**config.mk**
```make
export PLATFORM = sky130hd
export DESIGN_NAME = cpu_run_ctrl
export DESIGN_NICKNAME = d
export VERILOG_FILES = /design/src/rtl/cpu_run_ctrl.sv
export SDC_FILE = /design/constraint.sdc
export NUM_CORES = 1
export LEC_CHECK = 0
export ABC_AREA = 1
export BUFFER_PORTS_ARGS = -buffer_cell sky130_fd_sc_hd__buf_2
export CAP_MARGIN = 20
export CORE_AREA = 2 2 86 88
export CTS_BUF_LIST = sky130_fd_sc_hd__clkbuf_4
export CTS_CLUSTER_DIAMETER = 50
export DETAILED_ROUTE_END_ITERATION = 7
export DIE_AREA = 0 0 88 90
export GPL_TIMING_DRIVEN = 0
export PLACE_DENSITY_LB_ADDON = 0.12
export SLEW_MARGIN = 20
export SYNTH_ARGS = -nofsm -noshare
export SYNTH_HDL_FRONTEND = slang
export SYNTH_SLANG_ARGS = --single-unit
```
**constraint.sdc**
```tcl
create_clock -name clk_i -period 2.3 [get_ports clk_i]
set_input_delay 0.345 -clock clk_i [delete_from_list [all_inputs] [get_ports clk_i]]
set_output_delay 0.345 -clock clk_i [all_outputs]
set_load 0.01 [all_outputs]
```
**src/rtl/cpu_run_ctrl.sv**
```systemverilog
`default_nettype none
// ============================================================================
//  Module   : cpu_run_ctrl
//  Purpose  : Run sequencer: resets the CPU, runs it for a cycle budget, then
//             freezes it and streams r0..r(NUM_DUMP-1) over a valid/ready port.
//  Options  : RUN_CTRL_EARLY_HALT_EN adds halt_i to end RUN early.
//  Revision : 1.0 - initial release
// ============================================================================
module cpu_run_ctrl #(
   parameter int CNT_W      = 16,
   parameter int NUM_DUMP   = 12,
   parameter int DATA_W     = 32,
   parameter int ADDR_W     = 5,
   parameter int RST_CYCLES = 2
) (
   input  logic              clk_i,
   input  logic              rst_i,
`ifdef RUN_CTRL_EARLY_HALT_EN
   input  logic              halt_i,
`endif
   input  logic              start_i,
   input  logic [CNT_W-1:0]  cycle_limit_i,
   output logic              cpu_rst_n_o,
   output logic              cpu_en_o,
   output logic [ADDR_W-1:0] dbg_raddr_o,
   input  logic [DATA_W-1:0] dbg_rdata_i,
   output logic              dump_valid_o,
   input  logic              dump_ready_i,
   output logic [ADDR_W-1:0] dump_addr_o,
   output logic [DATA_W-1:0] dump_data_o,
   output logic [CNT_W-1:0]  run_cycles_o,
   output logic              busy_o,
   output logic              done_o
);

   localparam int RST_W = (RST_CYCLES > 1) ? $clog2(RST_CYCLES) : 1;
   localparam logic [RST_W-1:0]  c_rst_last = RST_W'(RST_CYCLES - 1);
   localparam logic [ADDR_W-1:0] c_last_k   = ADDR_W'(NUM_DUMP - 1);

   typedef enum logic [2:0] {
      S_IDLE  = 3'd0,
      S_RESET = 3'd1,
      S_RUN   = 3'd2,
      S_DUMP  = 3'd3,
      S_DONE  = 3'd4
   } state_t;

   state_t              r_state;
   state_t              w_next;
   logic [CNT_W-1:0]    r_limit;
   logic [RST_W-1:0]    r_rst_cnt;
   logic [CNT_W-1:0]    r_run_cnt;
   logic [CNT_W-1:0]    r_run_cycles;
   logic [ADDR_W-1:0]   r_k;
   logic                r_cpu_rst_n;
   logic                r_cpu_en;
   logic                r_dump_valid;
   logic                w_halt;
   logic                w_xfer;
   logic                w_accept;

`ifdef RUN_CTRL_EARLY_HALT_EN
   assign w_halt = halt_i;
`else
   assign w_halt = 1'b0;
`endif

   assign w_xfer   = r_dump_valid && dump_ready_i;
   assign w_accept = start_i && ((r_state == S_IDLE) || (r_state == S_DONE));

   always_comb begin
      w_next = r_state;
      case (r_state)
         S_IDLE:  if (w_accept) w_next = S_RESET;
         S_RESET: if (r_rst_cnt == c_rst_last)
                     w_next = (r_limit == '0) ? S_DUMP : S_RUN;
         S_RUN:   if (w_halt || (r_run_cnt == r_limit - 1'b1)) w_next = S_DUMP;
         S_DUMP:  if (w_xfer && (r_k == c_last_k)) w_next = S_DONE;
         S_DONE:  if (w_accept) w_next = S_RESET;
         default: w_next = S_IDLE;
      endcase
   end

   // Control outputs are decoded from the next state so they are registered
   // yet line up exactly with the state they belong to.
   always_ff @(posedge clk_i or negedge rst_i) begin
      if (!rst_i) begin
         r_state      <= S_IDLE;
         r_limit      <= '0;
         r_rst_cnt    <= '0;
         r_run_cnt    <= '0;
         r_run_cycles <= '0;
         r_k          <= '0;
         r_cpu_rst_n  <= 1'b0;
         r_cpu_en     <= 1'b0;
         r_dump_valid <= 1'b0;
      end else begin
         r_state      <= w_next;
         r_cpu_rst_n  <= (w_next == S_RUN) || (w_next == S_DUMP) || (w_next == S_DONE);
         r_cpu_en     <= (w_next == S_RUN);
         r_dump_valid <= (w_next == S_DUMP);

         if (w_accept)
            r_limit <= cycle_limit_i;

         if (r_state == S_RESET)
            r_rst_cnt <= r_rst_cnt + 1'b1;
         else
            r_rst_cnt <= '0;

         if (r_state == S_RESET)
            r_run_cnt <= '0;
         else if (r_state == S_RUN)
            r_run_cnt <= r_run_cnt + 1'b1;

         if ((r_state == S_RUN) && (w_next == S_DUMP))
            r_run_cycles <= r_run_cnt + 1'b1;
         else if ((r_state == S_RESET) && (w_next == S_DUMP))
            r_run_cycles <= '0;

         if (r_state == S_RESET)
            r_k <= '0;
         else if ((r_state == S_DUMP) && w_xfer)
            r_k <= (r_k == c_last_k) ? '0 : r_k + 1'b1;
      end
   end

   assign cpu_rst_n_o  = r_cpu_rst_n;
   assign cpu_en_o     = r_cpu_en;
   assign dbg_raddr_o  = r_k;
   assign dump_addr_o  = r_k;
   assign dump_data_o  = dbg_rdata_i;
   assign dump_valid_o = r_dump_valid;
   assign run_cycles_o = r_run_cycles;
   assign busy_o       = (r_state == S_RESET) || (r_state == S_RUN) || (r_state == S_DUMP);
   assign done_o       = (r_state == S_DONE);

endmodule
`default_nettype wire

```
==> results of run 1 <==
registers in the layout, summed over array words and instances, names as in the netlist:
signal        count
r_limit          16
r_run_cnt        16
run_cycles_o     16
dbg_raddr_o       5
r_state           3
cpu_en_o          1
cpu_rst_n_o       1
dump_valid_o      1
r_rst_cnt         1
synth_stat cells:
master / count
nor3b_1: 1
xor2_1: 15
a21oi_1: 12
ha_1: 3
buf_6: 2
buf_4: 37
nand2_4: 1
nor4_1: 3
inv_2: 5
o21bai_1: 5
dfrtp_1: 60
and3_1: 1
nor3_4: 2
nand3_1: 28
nor2_2: 3
nand2_2: 1
mux2_2: 8
xnor2_1: 7
nand3b_1: 4
nand3_4: 2
o21ai_1: 1
nor2_4: 2
nand4_1: 7
inv_1: 49
nand2_1: 115
a21o_1: 1
a21oi_4: 1
o22ai_1: 3
o21ai_0: 17
o41ai_1: 1
nor3_1: 12
nor2_1: 43
clkbuf_1: 4
or2_0: 1
area by class of cell:
| class | instances | area [um2] | share of cell area (%) |
|---|---|---|---|
| plain buffers | 43 | 319 | 7.29 |
| inverters | 54 | 203 | 4.63 |
| repair buffers | 89 | 465 | 10.6 |
| clock buffers | 12 | 90.1 | 2.06 |
| clock inverters | 3 | 38.8 | 0.887 |
| well taps | 99 | 124 | 2.83 |
| flip-flops and latches | 60 | 1500 | 34.3 |
| multi-input cells | 300 | 1630 | 37.3 |
through the flow:
step                      hold slack, ns   TNS [ns]  utilization (%)  std cells  area, um2
after global placement             0.423   -0.00904             59.0        638       4150
after CTS                         0.0419          0             61.2        654       4290
after global routing              0.0750  -0.000910             62.3        660       4370
final                             0.0102          0             62.3        660       4370
after detailed placement           0.429     -0.465             59.1        638       4150
after floorplan                   0.0494          0                -        457       3610
routing by layer:
| layer | wire (um) | part of all wire, % | GRT usage [%] | vias to the layer above |
|---|---|---|---|---|
| li1 | - | - | - | 1624 |
| met1 | 3710 | 45 | 29.1 | 1489 |
| met2 | 3820 | 47 | 35.5 | 106 |
| met3 | 485 | 5.9 | 3.49 | 19 |
| met4 | 164 | 2.0 | 8.21 | 0 |
| met5 | 0 | 0 | 0 | - |
worst paths after layout:
check,start,endpoint
worst max-delay path,r_limit[1]$_DFFE_PN0P_,run_cycles_o[10]$_DFFE_PN0P_
worst min-delay path,rst_i,r_limit[7]$_DFFE_PN0P_
worst max register to register,r_limit[1]$_DFFE_PN0P_,run_cycles_o[10]$_DFFE_PN0P_
worst min register to register,r_rst_cnt$_DFF_PN0_,r_rst_cnt$_DFF_PN0_
max in group asynchronous,rst_i,run_cycles_o[2]$_DFFE_PN0P_
min in group clk_i,cycle_limit_i[10],r_limit[10]$_DFFE_PN0P_
power groups by stage:
stage / Clock (uW) / Combinational (uW) / Sequential, uW
final: 737 / 1800 / 1520
after global routing: 799 / 2030 / 1550
after CTS: 749 / 1690 / 1520
after detailed placement: 0 / 1660 / 1540
after global placement: 0 / 1630 / 1530
after floorplan: 0 / 1230 / 1520
kinds of logic after synthesis:
logic type | after synthesis | share of synthesized area [%]
buffers and inverters | 97 | 14.3
adders and majority gates | 3 | 1.04
DFF | 60 | 41.6
xor gates and xnor gates | 22 | 5.34
and+or+nand+nor | 226 | 28.6
muxes | 8 | 2.49
AOI/OAI and AO/OA | 41 | 6.62
what timing repair did:
item                                    CTS  global route
pin swaps                                 1             5
endpoints found under the setup margin   10            11
resized for setup                         3             8
setup buffers                             1             6
hold endpoints to repair                  0             0
==> metrics.yaml, run 1 <==
switching_share_pct: 41.7
total_power_uw: 4060
p_leak_uw: 0.00232
chipHeight_um: 90
layout_common_cells: "nand2_1 (115), buf_2 (81), dfrtp_1 (60)"
synth-seq-cells: 60
clockPowerShare_pct: 18.2
critPathArrivalTime_ns: 2.42
finalMaxSlewViolations: 0
worst_pin_slew_ns: 0.759
max_cap_violations: 0
status: "complete, no violations"
cp_top_family: "simple AND/OR/NAND/NOR gates"
drtAntennaViolNets: 0
crit_required_ns: 2.58
wl_per_cell_um: 12.4
yosys-top-cells-area: "dfrtp_1 (42%), nand2_1 (12%), buf_4 (7.7%)"
wirelength_mm: 8.19
num_antenna_cells: 0
coreArea_mm2: 0.00702
antenna_found_initial: 0
pwr-share-comb_pct: 44.5
grt_pass1_wl_mm: 13.7
synthDominantCellAreaShare_pct: 41.6
drive_above_1_share_pct: 31.2
hp-class: "primary input to asynchronous set/reset pin"
grt_pass1_vias: 3017
clk-insertion-delay-late_ns: 0.39
synth_top_area_cell: "dfrtp_1"
htree_levels: 3
peakVddDrop_v: 0.000477
grt.overflow.total: 0
synth_nets: 512
yosysWarnings: 0
avgSynthCellArea_um2: 7.90
first_pass_iters: 5
hold_buffers: 0
path_common_cell: "nand2_1"
fin_skew_ns: 0.0149
slew_headroom_pct: 49.4
min_period_ns: 2.14
row_count: 31
worst_slack_ns: 0.158
clock-sinks: 60
seq_area_frac_synth_pct: 41.6
critical_path.slowest_cell: "dfrtp_1"
path_buf_inv: 3
finalHoldViolCount: 0
reg2reg_slack_ns: 0.16
cts_tree: "done"
die_w_um: 88
grt_max_degree: 61
nets: 612
track_usage_pct: 21.9
setup_viol: 0
start_util_pct: 51.4
powerDensity_mw_per_mm2: 928
p_int_uw: 2370
drt_iter0_drc: 170
mostFrequentLayoutCell: "nand2_1"
critPathMaxFanout: 10
portBuffers: 82
fill_cells: 656
drc_errors: 0
detailroute.via_count: 3238
place_congestion: 0.845
boundaryPins: 115
clk_path_buf_depth: 2
crit_type: "flop to flop"
endpoint_kind: "flop"
place_ws_ns: -0.0598
syn-cell-area_mm2: 0.00361
die_area_mm2: 0.00792
cts-root-buf: "clkbuf_4"
worst-path-stages: 14
syn_inst: 457
clkTransAtPathRegs_ns: 0.10
hpwlAfterDp_mm: 6.21
cp_slowest_stage_delay_ns: 0.42
ys_types: 34
crit_path_start_kind: "flop"
pwr-share-seq_pct: 37.4
path_cells: "inv_2, ha_4, nand3_2, nor2_4, nand4_1, nand2_1, inv_1, nor2_2, nand3_4, nand2_4, nand3_4, buf_8, nand2_1, nand2_1"
vias_per_cell: 4.91
max_freq_mhz: 467
cts_made_buffers: 9
post-route-period-util_pct: 93.1
r2r_cells: 14
area_growth_pct: 21.1
p_switching_uw: 1690
Power figures use the tool's default switching activity.
==> run 2: changes to the inputs <==
Settings changed: ABC_AREA 1 to unset, CORE_AREA 2 2 86 88 to 2 2 87 89, DIE_AREA 0 0 88 90 to 0 0 89 91, MAX_ROUTING_LAYER set to met4.
==> run 2 against run 1 <==
  * The flow now finishes with violations (negative hold slack, negative setup slack)
  * Sequential power up 16%
  * Power up 24%
  * Clock skew down 0.0077 ns
  * Synthesized cell count down 17%
  * Count of clock-buffer cells in the layout down 2
  * Fmax down 21%
  * Clock power down 12%
  * Wire length up 3.8%
  * Sequential share of layout area down 0.56 points
  * Flip-flop and latch count unchanged
  * Highest routed layer unchanged
==> metrics.yaml, run 2 <==
status: "finished with violations"
violations: "negative hold slack, negative setup slack"
coreArea_mm2: 0.00714  # +1.7%
hpwlAfterDp_mm: 6.11  # -1.6%
portBuffers: 82  # unchanged
ys_types: 54  # +59%
die_area_mm2: 0.00810  # +2.3%
critPathMaxFanout: 10  # unchanged
r2r-start: "r_limit[5]$_DFFE_PN0P_"
antenna_found_initial: 0  # unchanged
placed_cell_area_mm2: 0.00422  # +1.8%
grt_max_degree: 61  # unchanged
area_growth_pct: 22.4
setup_viol: 19  # +19
slew_headroom_pct: 26.1  # -23 points
worst_pin_slew_ns: 1.10  # +0.341 ns
fin_skew_ns: 0.00716  # -0.00774 ns
muxShareOfSynthArea_pct: 3.70  # +1.2 points
num_antenna_cells: 0  # unchanged
seq_area_frac_synth_pct: 41.1  # -0.50 points
htree_levels: 3  # unchanged
clock-sinks: 60  # unchanged
grt_pass1_vias: 2801  # -7.2%
wl_per_cell_um: 14.7  # +19%
max_cap_violations: 0  # unchanged
peakVddDrop_v: 0.000672  # +41%
post-route-period-util_pct: 117  # +24 points
yosysWarnings: 0  # unchanged
yosys-top-cells-area: "dfrtp_1 (41%), buf_4 (7.6%), a22o_1 (5.3%)"
die_w_um: 89  # +1.1%
layout_common_cells: "buf_2 (81), dfrtp_1 (53), buf_4 (43)"
clk-insertion-delay-late_ns: 0.41  # +0.02 ns
synth_nets: 433  # -15%
powerDensity_mw_per_mm2: 1120  # +21%
nets: 528  # -14%
critical_path.slowest_cell: "or4_4"
endpoint_kind: "flop"
wirelength_mm: 8.50  # +3.8%
synth_compound_gate_area_share_pct: 16.2  # +9.5 points
finalHoldViolCount: 8  # +8
async_flop_share_pct: 100  # unchanged
crit_type: "flop to flop"
syn-cell-area_mm2: 0.00365  # +1.2%
synthAdderAreaFrac_pct: 1.03  # -0.012 points
synth-seq-cells: 60  # unchanged
fin_area_mm2: 0.00447  # +2.3%
cts_tree: "done"
fill_cells: 667  # +1.7%
place_congestion: 0.837  # -0.92%
grt.overflow.total: 0  # unchanged
max_freq_mhz: 370  # -21%
first_pass_iters: 4  # -1
path_buf_inv: 2  # -1
synthDominantCellAreaShare_pct: 41.1  # -0.50 points
rsz0062_at_grt: "true"
synth_common_cells: "dfrtp_1 (60), buf_4 (37), nor2_1 (31)"
row_count: 31  # unchanged
cts-root-buf: "clkbuf_4"
drt_iter0_drc: 158  # -7.1%
drive_above_1_share_pct: 39.3  # +8.1 points
crit_path_start_kind: "flop"
clkTransAtPathRegs_ns: 0.11  # about the same
clk_path_buf_depth: 2  # unchanged
mostFrequentLayoutCell: "buf_2"
crit_required_ns: 2.60  # +0.02 ns
p_leak_uw: 0.00216  # -6.5%
rr_endpoint: "run_cycles_o[7]$_DFFE_PN0P_"
synth-edff-count: 0  # unchanged
synth_top_area_cell: "dfrtp_1"
fin_hold_ws_ns: -0.0175  # -0.0277 ns
hp-class: "primary input to asynchronous set/reset pin"
cts_made_buffers: 9  # unchanged
r2r_cells: 9  # -5
critPathArrivalTime_ns: 3.00  # +0.58 ns
synth_top_family_by_area: "simple AND/OR/NAND/NOR gates"
vias_per_cell: 5.32  # +8.5%
synth_xor_xnor_area_share_pct: 7.91  # +2.6 points
grt_pass1_wl_mm: 13.3  # -3.3%
drtAntennaViolNets: 0  # unchanged
detailroute.via_count: 3070  # -5.2%
avgSynthCellArea_um2: 9.67  # +22%
finalMaxSlewViolations: 0  # unchanged
boundaryPins: 115  # unchanged
cp_slowest_stage_delay_ns: 0.58  # +0.16 ns
chipHeight_um: 91  # +1.1%
worst_slack_ns: -0.400  # -0.558 ns
track_usage_pct: 21.7  # -0.20 points
cp_top_family: "simple AND/OR/NAND/NOR gates"
syn_inst: 378  # -17%
yosys.area_share.simple_pct: 18.5  # -10 points
dp_cells: 559  # -12%
reg2reg_slack_ns: -0.40  # -0.56 ns
yosysMostFrequentCell: "dfrtp_1"
start_util_pct: 51.2  # -0.23 points
drc_errors: 0  # unchanged
path_cells: "or4_4, or3_4, o311ai_4, nor4_1, and4b_2, or2_1, buf_6, buf_12, a22o_1"
fin_cells: 577  # -13%
min_period_ns: 2.70  # +0.558 ns
synth-main-ff-cell: "dfrtp_1"
run 2: changes by cell type in the layout (fill, tap and decap cells not counted), sizes merged, moves of 9 or more:
cell / change
nand2: -95
inv: -44
a22o: +22
nand3: -20
nor2: -17
a21o: +12
a21oi: -9
run 2: kinds of logic after synthesis:
kind of cell	count (synthesis)
multiplexers	12
AND/OR/NAND/NOR	125
adder cells (fa/ha/maj)	3
XOR/XNOR	33
AO/OA/AOI/OAI	79
flip-flops	60
buffers and inverters	66
run 2: repair_timing:
| item | 4_1_cts | 5_1_grt |
|---|---|---|
| endpoints found under the setup margin | 19 | 21 |
| gates resized for setup | 13 | 10 |
| buffers inserted | 6 | 1 |
| pin swaps | 7 | 2 |
| hold buffers | 0 | 0 |
run 2: how the worst max path moves through the flow:
stage,from,end,cells after the start
global route,r_limit[5]$_DFFE_PN0P_,run_cycles_o[9]$_DFFE_PN0P_,10
floorplan,r_limit[3]$_DFFE_PN0P_,run_cycles_o[10]$_DFFE_PN0P_,9
global placement,r_limit[3]$_DFFE_PN0P_,run_cycles_o[15]$_DFFE_PN0P_,8
CTS,r_limit[2]$_DFFE_PN0P_,run_cycles_o[10]$_DFFE_PN0P_,9
detailed placement,r_limit[3]$_DFFE_PN0P_,run_cycles_o[15]$_DFFE_PN0P_,8
finish,r_limit[5]$_DFFE_PN0P_,run_cycles_o[7]$_DFFE_PN0P_,9
run 2: power breakdown:
part	internal [uW]	switching, uW	total (uW)
Combinational	1250	1370	2620
Clock	231	419	651
Sequential	1350	405	1760
run 2: cell type report:
type,count,area (um2),share of cell area (%)
plain buffers,51,369,8.25
clock buffers,10,75.1,1.68
clock inverters,6,41.3,0.923
inverters,10,37.5,0.839
multi-input cells,252,1830,41.0
flip-flops and latches,60,1510,33.8
well taps,99,124,2.77
repair buffers,89,482,10.8
run 2: routing by layer:
metal	part of all wire, %	global-route usage (%)	up-vias	routed length, um
li1	-	-	1509	-
met1	48	30.9	1439	4050
met2	45	30.9	109	3810
met3	5.3	3.64	13	451
met4	2.1	8.33	0	182
met5	0	-	-	0
run 2: per-stage QoR:
step,setup slack [ns],util [%],setup TNS (ns),total power [uW]
after detailed placement,-0.573,59.2,-9.80,4140
after global routing,-0.475,62.7,-8.05,5400
after CTS,-0.380,61.9,-6.30,4950
after floorplan,-0.197,-,-2.28,3490
after global placement,-0.578,59.1,-9.75,4100
final,-0.400,62.7,-6.35,5030
==> run 3: changes to the inputs <==
Settings changed: ABC_AREA set to 1, CORE_AREA 2 2 87 89 to 2 2 86 88, DIE_AREA 0 0 89 91 to 0 0 88 90.
==> run 3 against run 2 <==
  * The run ends with negative hold slack left
  * Fmax rose by 25%
  * First-iteration DRC count fell by 13%
  * Largest power group unchanged
  * Register-to-register slack improved by 0.53 ns
  * Final cell count rose by 14%
  * Highest routed layer unchanged
==> metrics.yaml, run 3 (synthesis gave the netlist of run 1 again) <==
htree_levels: 3  # unchanged
fin_area_mm2: 0.00438  # -2.0%
wl_per_cell_um: 12.7  # -14%
finalMaxSlewViolations: 0  # unchanged
crit_path_start_kind: "flop"
drive_above_1_share_pct: 31.2  # -8.1 points
critPathMaxFanout: 6  # -4
endpoint_kind: "flop"
peakVddDrop_v: 0.000480  # -29%
track_usage_pct: 22.7  # +1.0 points
drt_iter0_drc: 137  # -13%
max_cap_violations: 0  # unchanged
crit_type: "flop to flop"
fin_skew_ns: 0.0176  # +0.0104 ns
cp_top_family: "simple AND/OR/NAND/NOR gates"
start_util_pct: 51.4  # +0.23 points
p_leak_uw: 0.00231  # +6.7%
slew_headroom_pct: 48.0  # +22 points
mostFrequentLayoutCell: "nand2_1"
setup_viol: 0  # -19
clk-insertion-delay-late_ns: 0.43  # +0.02 ns
clock-sinks: 60  # unchanged
crit_required_ns: 2.63  # +0.03 ns
placed_cell_area_mm2: 0.00415  # -1.7%
powerDensity_mw_per_mm2: 932  # -17%
drc_errors: 0  # unchanged
area_growth_pct: 21.3
grt_max_degree: 61  # unchanged
status: "finished with violations"
num_antenna_cells: 0  # unchanged
first_pass_iters: 4  # unchanged
vias_per_cell: 4.79  # -9.9%
hold_buffers: 0  # unchanged
coreArea_mm2: 0.00702  # -1.6%
worst_pin_slew_ns: 0.780  # -0.320 ns
clkTransAtPathRegs_ns: 0.11  # about the same
row_count: 31  # unchanged
max_freq_mhz: 461  # +25%
antenna_found_initial: 0  # unchanged
cts_tree: "done"
path_cells: "inv_2, buf_4, nand2_2, nor2_4, nand2_1, nand2_1, nand3_1, nor2_1, nand2_1, nor2_4, nand3_4, nand2_4, nand3_4, buf_4, nand2_1, nand2_1"
drtAntennaViolNets: 0  # unchanged
critPathArrivalTime_ns: 2.50  # -0.50 ns
path_buf_inv: 3  # +1
place_congestion: 0.850  # +1.5%
grt.overflow.total: 0  # unchanged
die_w_um: 88  # -1.1%
portBuffers: 82  # unchanged
clk_path_buf_depth: 2  # unchanged
cts-root-buf: "clkbuf_4"
cp_slowest_stage_delay_ns: 0.40  # -0.18 ns
utilization_pct: 62.4  # -0.26 points
chipHeight_um: 90  # -1.1%
rsz0062_at_grt: "true"
layout_common_cells: "nand2_1 (115), buf_2 (81), dfrtp_1 (60)"
hpwlAfterDp_mm: 6.23  # +1.9%
nets: 611  # +16%
die_area_mm2: 0.00792  # -2.2%
boundaryPins: 115  # unchanged
wirelength_mm: 8.37  # -1.5%
dp_cells: 638  # +14%
fin_cells: 660  # +14%
min_period_ns: 2.17  # -0.532 ns
detailroute.via_count: 3164  # +3.1%
cts_made_buffers: 9  # unchanged
critical_path.slowest_cell: "dfrtp_1"
post-route-period-util_pct: 94.2  # -23 points
path_common_cell: "nand2_1"
grt_pass1_wl_mm: 13.8  # +4.0%
violations: "negative hold slack"
finalHoldViolCount: 19  # +11
grt_pass1_vias: 2960  # +5.7%
hp-class: "primary input to asynchronous set/reset pin"
fin_hold_ws_ns: -0.0169  # +0.000575 ns
run 3: final cells by class:
class                      instances  area, um2
fill                             662       2640
multi-input combinational        300       1630
sequential                        60       1500
timing repair buffer              88        470
buffer                            43        315
inverter                          54        203
tap                               99        124
clock buffer                       9       67.6
clock inverter                     7       67.6
run 3: worst paths after layout:
check | from | slack (ns) | depth (start not counted) | endpoint
setup / recovery | r_limit[0]$_DFFE_PN0P_ | 0.13 | 16 | run_cycles_o[8]$_DFFE_PN0P_
hold / removal | rst_i | -0.02 | 1 | r_limit[9]$_DFFE_PN0P_
setup reg to reg | r_limit[0]$_DFFE_PN0P_ | 0.13 | 16 | run_cycles_o[8]$_DFFE_PN0P_
hold reg to reg | r_rst_cnt$_DFF_PN0_ | 0.44 | 1 | r_rst_cnt$_DFF_PN0_
max in group asynchronous | rst_i | 1.81 | 1 | r_limit[15]$_DFFE_PN0P_
min in group clk_i | cycle_limit_i[10] | 0.14 | 2 | r_limit[10]$_DFFE_PN0P_
run 3: report_power, final:
| part | switching (uW) | internal [uW] |
|---|---|---|
| clock network | 419 | 325 |
| registers | 234 | 1290 |
| logic | 1100 | 719 |
run 3: what timing repair did:
item	4_1_cts	5_1_grt
setup buffers	0	5
endpoints found under the setup margin	10	13
resized for setup	4	7
pin swaps	1	6
cloned	0	1
run 3: metrics by stage:
stage / TNS, ns / setup WS [ns] / total power, uW
2_1_floorplan: 0 / 0.314 / 2750
3_3_place_gp: -0.00673 / -0.00170 / 3160
3_5_place_dp: -0.422 / -0.0489 / 3200
4_1_cts: 0 / 0.0123 / 3960
5_1_grt: -0.302 / -0.0381 / 4390
6_report: 0 / 0.132 / 4080
run 3: metal layers:
metal	wire [um]	vias to the layer above	track usage (%)
met5	0	-	-
li1	-	1621	-
met3	489	11	3.12
met1	3840	1449	30.0
met4	108	0	7.82
met2	3930	83	35.7
